===== src/rtl/fifo_ser_pkg.sv =====
// Shared types and sizing helpers for the FIFO-to-byte-stream serializer.
package fifo_ser_pkg;

    localparam int DEF_CNT_W = 16;

    typedef enum logic [1:0] {
        IDLE = 2'd0,
        WAIT = 2'd1,
        SEND = 2'd2
    } ser_state_e;

    // Number of output symbols carried by one FIFO word.
    function automatic int calc_nb(input int word_w, input int byte_w);
        return word_w / byte_w;
    endfunction

    // Byte-index width, kept at least one bit wide so single-lane builds still elaborate.
    function automatic int calc_idx_w(input int nb);
        return (nb > 1) ? $clog2(nb) : 1;
    endfunction

endpackage


===== src/rtl/fifo_byte_serializer_shift.sv =====
// Lane selector: picks byte number idx of a word, counting from either the LSB or the MSB end.
module ser_shift
    import fifo_ser_pkg::*;
#(
    parameter int WORD_W    = 32,
    parameter int BYTE_W    = 8,
    parameter bit LSB_FIRST = 1'b1,
    parameter int IDX_W     = calc_idx_w(calc_nb(WORD_W, BYTE_W))
) (
    input  logic [WORD_W-1:0] word,
    input  logic [IDX_W-1:0]  idx,
    output logic [BYTE_W-1:0] lane
);

    localparam int NB = calc_nb(WORD_W, BYTE_W);
    localparam logic [IDX_W-1:0] LAST_IDX = IDX_W'(NB - 1);

    logic [IDX_W-1:0] lane_idx;

    always_comb begin
        lane_idx = LSB_FIRST ? idx : (LAST_IDX - idx);
        lane     = word[lane_idx * BYTE_W +: BYTE_W];
    end

endmodule


===== src/rtl/fifo_byte_serializer.sv =====
// Pops words from SimpleFIFO and streams them out one byte at a time on a valid/ready port.
// At most one read is outstanding; sink back-pressure stalls popping so the FIFO absorbs bursts.
module fifo_byte_serializer
    import fifo_ser_pkg::*;
#(
    parameter int WORD_W      = 32,
    parameter int BYTE_W      = 8,
    parameter bit LSB_FIRST   = 1'b1,
    parameter int ACK_TIMEOUT = 4,
    parameter int CNT_W       = DEF_CNT_W
) (
    input  logic              clk,
    input  logic              reset,
    input  logic              fifo_empty,
    input  logic              fifo_rd_ack,
    input  logic              fifo_rd_err,
    input  logic [WORD_W-1:0] fifo_d_out,
    output logic              fifo_rd_en,
    output logic [BYTE_W-1:0] out_data,
    output logic              out_valid,
    input  logic              out_ready,
    output logic              out_last,
    output logic              busy,
    output logic              err,
    output logic [CNT_W-1:0]  word_count
);

    localparam int NB    = calc_nb(WORD_W, BYTE_W);
    localparam int IDX_W = calc_idx_w(NB);
    localparam int TMO_W = $clog2(ACK_TIMEOUT + 1);
    localparam logic [IDX_W-1:0] LAST_IDX = IDX_W'(NB - 1);
    localparam logic [TMO_W-1:0] TMO_LAST = TMO_W'(ACK_TIMEOUT - 1);

    ser_state_e        state_q, state_d;
    logic              rd_en_q, rd_en_d;
    logic [WORD_W-1:0] word_q, word_d;
    logic [IDX_W-1:0]  idx_q, idx_d;
    logic [TMO_W-1:0]  tmo_q, tmo_d;
    logic              out_valid_q, out_valid_d;
    logic [BYTE_W-1:0] out_data_q, out_data_d;
    logic              out_last_q, out_last_d;
    logic              err_q, err_d;
    logic [CNT_W-1:0]  count_q, count_d;

    logic [WORD_W-1:0] src_word;
    logic [IDX_W-1:0]  src_idx;
    logic [BYTE_W-1:0] next_lane;
    logic              handshake;

    // The byte presented next is either byte 0 of the word arriving on the ack,
    // or the following byte of the word already held.
    always_comb begin
        src_word = word_q;
        src_idx  = idx_q + 1'b1;
        if (state_q == WAIT) begin
            src_word = fifo_d_out;
            src_idx  = '0;
        end
    end

    ser_shift #(
        .WORD_W    (WORD_W),
        .BYTE_W    (BYTE_W),
        .LSB_FIRST (LSB_FIRST),
        .IDX_W     (IDX_W)
    ) u_shift (
        .word (src_word),
        .idx  (src_idx),
        .lane (next_lane)
    );

    assign handshake = out_valid_q & out_ready;

    always_comb begin
        state_d     = state_q;
        rd_en_d     = 1'b0;
        word_d      = word_q;
        idx_d       = idx_q;
        tmo_d       = tmo_q;
        out_valid_d = out_valid_q;
        out_data_d  = out_data_q;
        out_last_d  = out_last_q;
        err_d       = err_q;
        count_d     = count_q;

        case (state_q)
            IDLE: begin
                out_valid_d = 1'b0;
                out_last_d  = 1'b0;
                if (!fifo_empty) begin
                    rd_en_d = 1'b1;
                    tmo_d   = '0;
                    state_d = WAIT;
                end
            end

            // An ack wins over a simultaneous error; silence long enough aborts the read.
            WAIT: begin
                if (fifo_rd_ack) begin
                    word_d      = fifo_d_out;
                    idx_d       = '0;
                    out_valid_d = 1'b1;
                    out_data_d  = next_lane;
                    out_last_d  = (src_idx == LAST_IDX);
                    state_d     = SEND;
                end else if (fifo_rd_err || (tmo_q == TMO_LAST)) begin
                    err_d   = 1'b1;
                    state_d = IDLE;
                end else begin
                    tmo_d = tmo_q + 1'b1;
                end
            end

            SEND: begin
                if (handshake) begin
                    if (idx_q == LAST_IDX) begin
                        count_d     = count_q + 1'b1;
                        out_valid_d = 1'b0;
                        out_last_d  = 1'b0;
                        if (!fifo_empty) begin
                            rd_en_d = 1'b1;
                            tmo_d   = '0;
                            state_d = WAIT;
                        end else begin
                            state_d = IDLE;
                        end
                    end else begin
                        idx_d      = src_idx;
                        out_data_d = next_lane;
                        out_last_d = (src_idx == LAST_IDX);
                    end
                end
            end

            default: begin
                state_d     = IDLE;
                out_valid_d = 1'b0;
                out_last_d  = 1'b0;
            end
        endcase
    end

    always_ff @(posedge clk or posedge reset) begin
        if (reset) begin
            state_q     <= IDLE;
            rd_en_q     <= 1'b0;
            word_q      <= '0;
            idx_q       <= '0;
            tmo_q       <= '0;
            out_valid_q <= 1'b0;
            out_data_q  <= '0;
            out_last_q  <= 1'b0;
            err_q       <= 1'b0;
            count_q     <= '0;
        end else begin
            state_q     <= state_d;
            rd_en_q     <= rd_en_d;
            word_q      <= word_d;
            idx_q       <= idx_d;
            tmo_q       <= tmo_d;
            out_valid_q <= out_valid_d;
            out_data_q  <= out_data_d;
            out_last_q  <= out_last_d;
            err_q       <= err_d;
            count_q     <= count_d;
        end
    end

    assign fifo_rd_en = rd_en_q;
    assign out_data   = out_data_q;
    assign out_valid  = out_valid_q;
    assign out_last   = out_last_q;
    assign busy       = (state_q != IDLE);
    assign err        = err_q;
    assign word_count = count_q;

endmodule

===== config.mk =====
export PLATFORM = sky130hd
export DESIGN_NAME = fifo_byte_serializer
export DESIGN_NICKNAME = d
export VERILOG_FILES = /design/src/rtl/fifo_ser_pkg.sv /design/src/rtl/fifo_byte_serializer_shift.sv /design/src/rtl/fifo_byte_serializer.sv
export SDC_FILE = /design/constraint.sdc
export NUM_CORES = 1
export LEC_CHECK = 0
export ABC_CLOCK_PERIOD_IN_PS = 3900
export CAP_MARGIN = 0
export CORE_AREA = 2 2 71 123
export CTS_BUF_LIST = sky130_fd_sc_hd__clkbuf_2 sky130_fd_sc_hd__clkbuf_4 sky130_fd_sc_hd__clkbuf_8
export DETAILED_ROUTE_END_ITERATION = 10
export DIE_AREA = 0 0 73 125
export PLACE_DENSITY = 0.65
export SYNTH_ARGS = -nofsm -noshare
export SYNTH_HDL_FRONTEND = slang
export SYNTH_SLANG_ARGS = --single-unit

===== constraint.sdc =====
create_clock -name clk -period 3.9 [get_ports clk]
set_clock_uncertainty 0.2 [all_clocks]
set_input_delay 0.78 -clock clk [delete_from_list [all_inputs] [get_ports clk]]
set_output_delay 0.78 -clock clk [all_outputs]
set_load 0.1 [all_outputs]

Word-level counts from Yosys, hierarchy flattened --
Index checks and enable logic that the tools add are counted.
Word-level totals: bits in registers 67, bits of input ports 38
Cells by class: $add $sub $neg 3, eq/ne operators 13, shifts and indexed selects 1, multiplexer cells 35, bitwise operators 2, reduce and logical (&&, ||, !) cells 13
Operators with widths (count):
- 32-bit two-way mux | 1
- 32-bit by 6-bit variable part select with 8-bit output | 1
- 8-bit two-way mux | 3
- 2-bit two-way mux | 9
- 16-bit by 1-bit adder with 16-bit output (second input constant) | 1
- 8-bit case mux with 2 select lines | 1
- 3-bit two-way mux | 5
- 2-bit != test (second input constant) | 7
- 1-bit two-way mux | 10
- 3-bit case mux with 3 select lines | 1
- 3-bit AND reduction | 3
- 4-bit AND reduction | 2
- 2-bit equality test (second input constant) | 3
- 1-bit case mux with 2 select lines | 3
- 2-bit case mux with 3 select lines | 1
- 5-bit AND reduction | 1
- 2-bit case mux with 2 select lines | 1
- 2-bit AND reduction | 2
- 2-bit nonzero test | 2
- 3-bit by 1-bit adder with 3-bit output (second input constant) | 1
- 3-bit by 2-bit equality test with 1-bit output (second input constant) | 1
- 3-bit by 2-bit != test with 1-bit output (second input constant) | 1
- 3-bit nonzero test | 1
- 2-bit by 1-bit adder with 2-bit output (second input constant) | 1
- other kinds (5) | 5

Longest topological paths before layout --
depth in word-level cells 6, depth in mapped cells 9, depth with buffers taken out 6

By module --
A second synthesis with hierarchy kept.
Unflattened totals: cell total of the unflattened synthesis 257, area, all modules 3415.8 µm²
By module, submodules not included:
- fifo_byte_serializer | times used 1, cells each 247, area each 3219.3 µm², sequential area each 1676.6 µm²
- ser_shift | times used 1, cells each 10, area each 196.4 µm², sequential area each 0.0 µm²

Worst setup path after synthesis --
No wires, ideal clock.
kind flip-flop to flip-flop, from reg out_valid_q (netlist: out_valid), to reg tmo_q[0], setup time 125 ps, data arrival time 2053 ps, required time 3575 ps, path slack 1522 ps, stages on the path, launching flop included 4, buffers on the path 0, path through dfrtp_1 > nand3_1 > a221oi_4 > mux2_4
Between the ends: word-level cells in the longest chain between the ends 3
RTL lines:
- start: declaration | line fifo_byte_serializer.sv:39 | logic out_valid_q, out_valid_d;
- start signal: assignment | line fifo_byte_serializer.sv:161 | out_valid_q <= out_valid_d;
- 1-bit AND | line fifo_byte_serializer.sv:72 | assign handshake = out_valid_q & out_ready;
- 2-bit != test (no line)
- 5-bit AND reduction (no line)
- end signal: assignment | line fifo_byte_serializer.sv:160 | tmo_q <= tmo_d;
- end: declaration | line fifo_byte_serializer.sv:38 | logic [TMO_W-1:0] tmo_q, tmo_d;
Every way passes these cells. A chain may end at the register's enable or synchronous reset.

Worst setup path in the final report --
from reg out_valid_q (netlist: out_valid), to out out_valid
RTL lines:
- end: declaration | line fifo_byte_serializer.sv:20 | output logic out_valid,
No word-level cell between the ends.

==> metrics.cfg <==
[synthesis]
synth_enable_flop_cells = 0
ys.flop_type = dfrtp_1
synth_seq_cells = 67
async_reset_ff_share_pct = 100
syn-num-nets = 323
yosysWarnings = 0
synth_cell_types = 37
avgSynthCellArea_um2 = 11.5
syn_area_um2 = 3170
ys_seq_area_share_pct = 52.8
syn-instance-count = 277

[cts]
insertion_delay_ns = 0.35
cts_resized = 0
tritoncts = done
post_cts_buffers = 0
clock-sinks = 67
htree_levels = 3
clkTransAtPathRegs_ns = 0.07
clock_path_buffers = 2
cts-root-buf = clkbuf_8
ctsHoldBuffers = 0
cts_buffers = 9

[placed_design]
place_area_um2 = 3900
dp_hpwl_um = 4980
gp_congestion = 0.763
io_buffer_count = 66
place_ws_ns = 1.20

[layout]
layout_common_cells = 67 x dfrtp_1, 65 x clkdlybuf4s50_1, 41 x nand2_1
layout_commonest_cell = dfrtp_1
diodes = 0
drive_gt1_share_pct = 15.8
fin_area_um2 = 4080
seqCellArea_um2 = 1680
post-route-util_pct = 49.8
fillers = 768
multi_input_area_um2 = 1360
nets = 392
syn_to_final_growth_pct = 28.6

[global_routing]
grt_max_degree = 40
grt_pass1_vias = 2342
grt_pass1_wl_um = 11500
grt_overflow = 0
grtUsageTotal_pct = 16.6
antenna_found_initial = 0

[critical_path]
path_cells = clkdlybuf4s50_1
path_depth = 1
critPathRequiredTime_ns = 2.92
cp-end-kind = primary output
reg2reg_depth = 6
crit_buf_inv = 1
critPathLaunchType = register
slowest_delay_ns = 1.18
path_class = reg -> out
slowest_stage = clkdlybuf4s50_1
arrival_ns = 2.01
critPathTopFamily = buffers and inverters
path_max_fanout = 7

[job]
drv_cap = 0

[drt]
drtIter0Drc = 105
wirelength_um = 6750
drc = 0
route.vias.total = 2249
avgRoutedWirePerCell_um = 15.3
dr.pass1.iters = 4
vias_per_cell = 5.10
final_antenna_net_count = 0

[power_and_ir_drop]
max-vdd-ir-drop_mv = 0.514
p_leak_nw = 1.80
power_density_nw_per_um2 = 718

[timing]
worst_pin_slew_ns = 1.00
relSlewSlack_pct = 33.1
fmax_mhz = 334
min_period_ns = 2.99
tns_ns = 0
fin_crit_sh_pct = 76.8
drv_slew = 0
hold_viol = 0
timing.hold.ws_ns = 0.281
rsz0062_at_grt = no
setup_viol = 0
setup_ws_ns = 0.905

[hold_path]
hold_depth = 2
hold_path.class = reg -> reg

[floorplanning]
die_h_um = 125
dieArea_um2 = 9130
rows = 44
die_w_um = 73
core_region_area_um2 = 8200
start_util_pct = 38.7
io_pins = 67

[status]
status = finished, final reports clean

metal layers:
layer	part of all wire [%]	wire (um)	track usage, %
met4	1.0	69	6.54
met2	56	3810	28.9
met1	39	2610	18.4
met3	3.9	262	4.67
met5	0	0	0
kinds of logic (layout without fill, tap and decap cells):
family	count (synthesis)	in the layout	synth area share [%]
flip-flops	67	67	52.8
AO/OA/AOI/OAI	43	43	9.54
XOR/XNOR	15	15	4.14
buffers and inverters	28	100	4.45
multiplexers	38	38	13.2
AND/OR/NAND/NOR	78	78	12.7
adder cells (fa/ha/maj)	8	8	3.15
final cells by class:
type / instances / share of cell area, %
Tap cell: 92 / 2.82
Sequential cell: 67 / 41.1
Multi-Input combinational cell: 182 / 33.2
Clock inverter: 3 / 0.981
Inverter: 16 / 1.47
Clock buffer: 11 / 3.56
Timing Repair Buffer: 70 / 16.9
path summary, 6_finish.rpt:
path / slack (ns) / endpoint / from
setup / recovery: 0.91 / out_valid / out_valid
hold / removal: 0.28 / out_data[0] / out_data[0]
setup reg to reg: 1.59 / tmo_q[0] / state_q[1]
hold reg to reg: 0.28 / out_data[0] / out_data[0]
max in group asynchronous: 2.08 / word_count[7] / reset
min in group asynchronous: 0.63 / word_count[2] / reset
report_power, final:
group	switching [W]	total (W)	internal, W
registers	0.000134	0.00107	0.000936
logic	0.000827	0.00130	0.000475
clock network	0.000250	0.000561	0.000311
total	0.00121	0.00293	0.00172
cell usage after synthesis, types with 2 or more instances:
cell	n	area [um2]
buf_4	2	15.0
xor2_1	4	35.0
nand2_1	41	154
nand2b_1	2	12.5
inv_1	16	60.1
or2_2	2	12.5
buf_2	5	25.0
nand3_1	6	30.0
a21oi_1	3	15.0
ha_1	8	100
a211oi_1	8	60.1
dfrtp_1	67	1680
and4_1	3	26.3
xnor2_1	11	96.3
nor2_1	6	22.5
a32o_1	2	20.0
clkbuf_1	2	7.51
nand4_1	3	18.8
mux2i_1	10	100
o31ai_1	9	67.6
mux2_2	27	304
nor2b_1	9	56.3
buf_6	3	33.8
o21ai_0	15	75.1
sequential cells by signal, summed over array words and instances, names as in the netlist:
register / count
err: 1
out_valid: 1
tmo_q: 3
state_q: 2
fifo_rd_en: 1
idx_q: 2
word_q: 32
word_count: 16
out_data: 8
out_last: 1
stage by stage:
stage,power [W],std cells
5_1_grt,0.00313,441
6_report,0.00293,441
3_5_place_dp,0.00240,427
4_1_cts,0.00297,441
2_1_floorplan,0.00212,277
3_3_place_gp,0.00237,427
worst reg2reg max path, delay by kind of cell, from the launching register on:
family / cells / cell delay [ns]
adder cells (fa/ha/maj): 1 / 0.38
buffers and inverters: 1 / 0.09
AND/OR/NAND/NOR: 2 / 0.42
flip-flops: 1 / 0.41
multiplexers: 1 / 0.33
AO/OA/AOI/OAI: 1 / 0.37
Note: power is estimated with default switching activity, not from simulation.
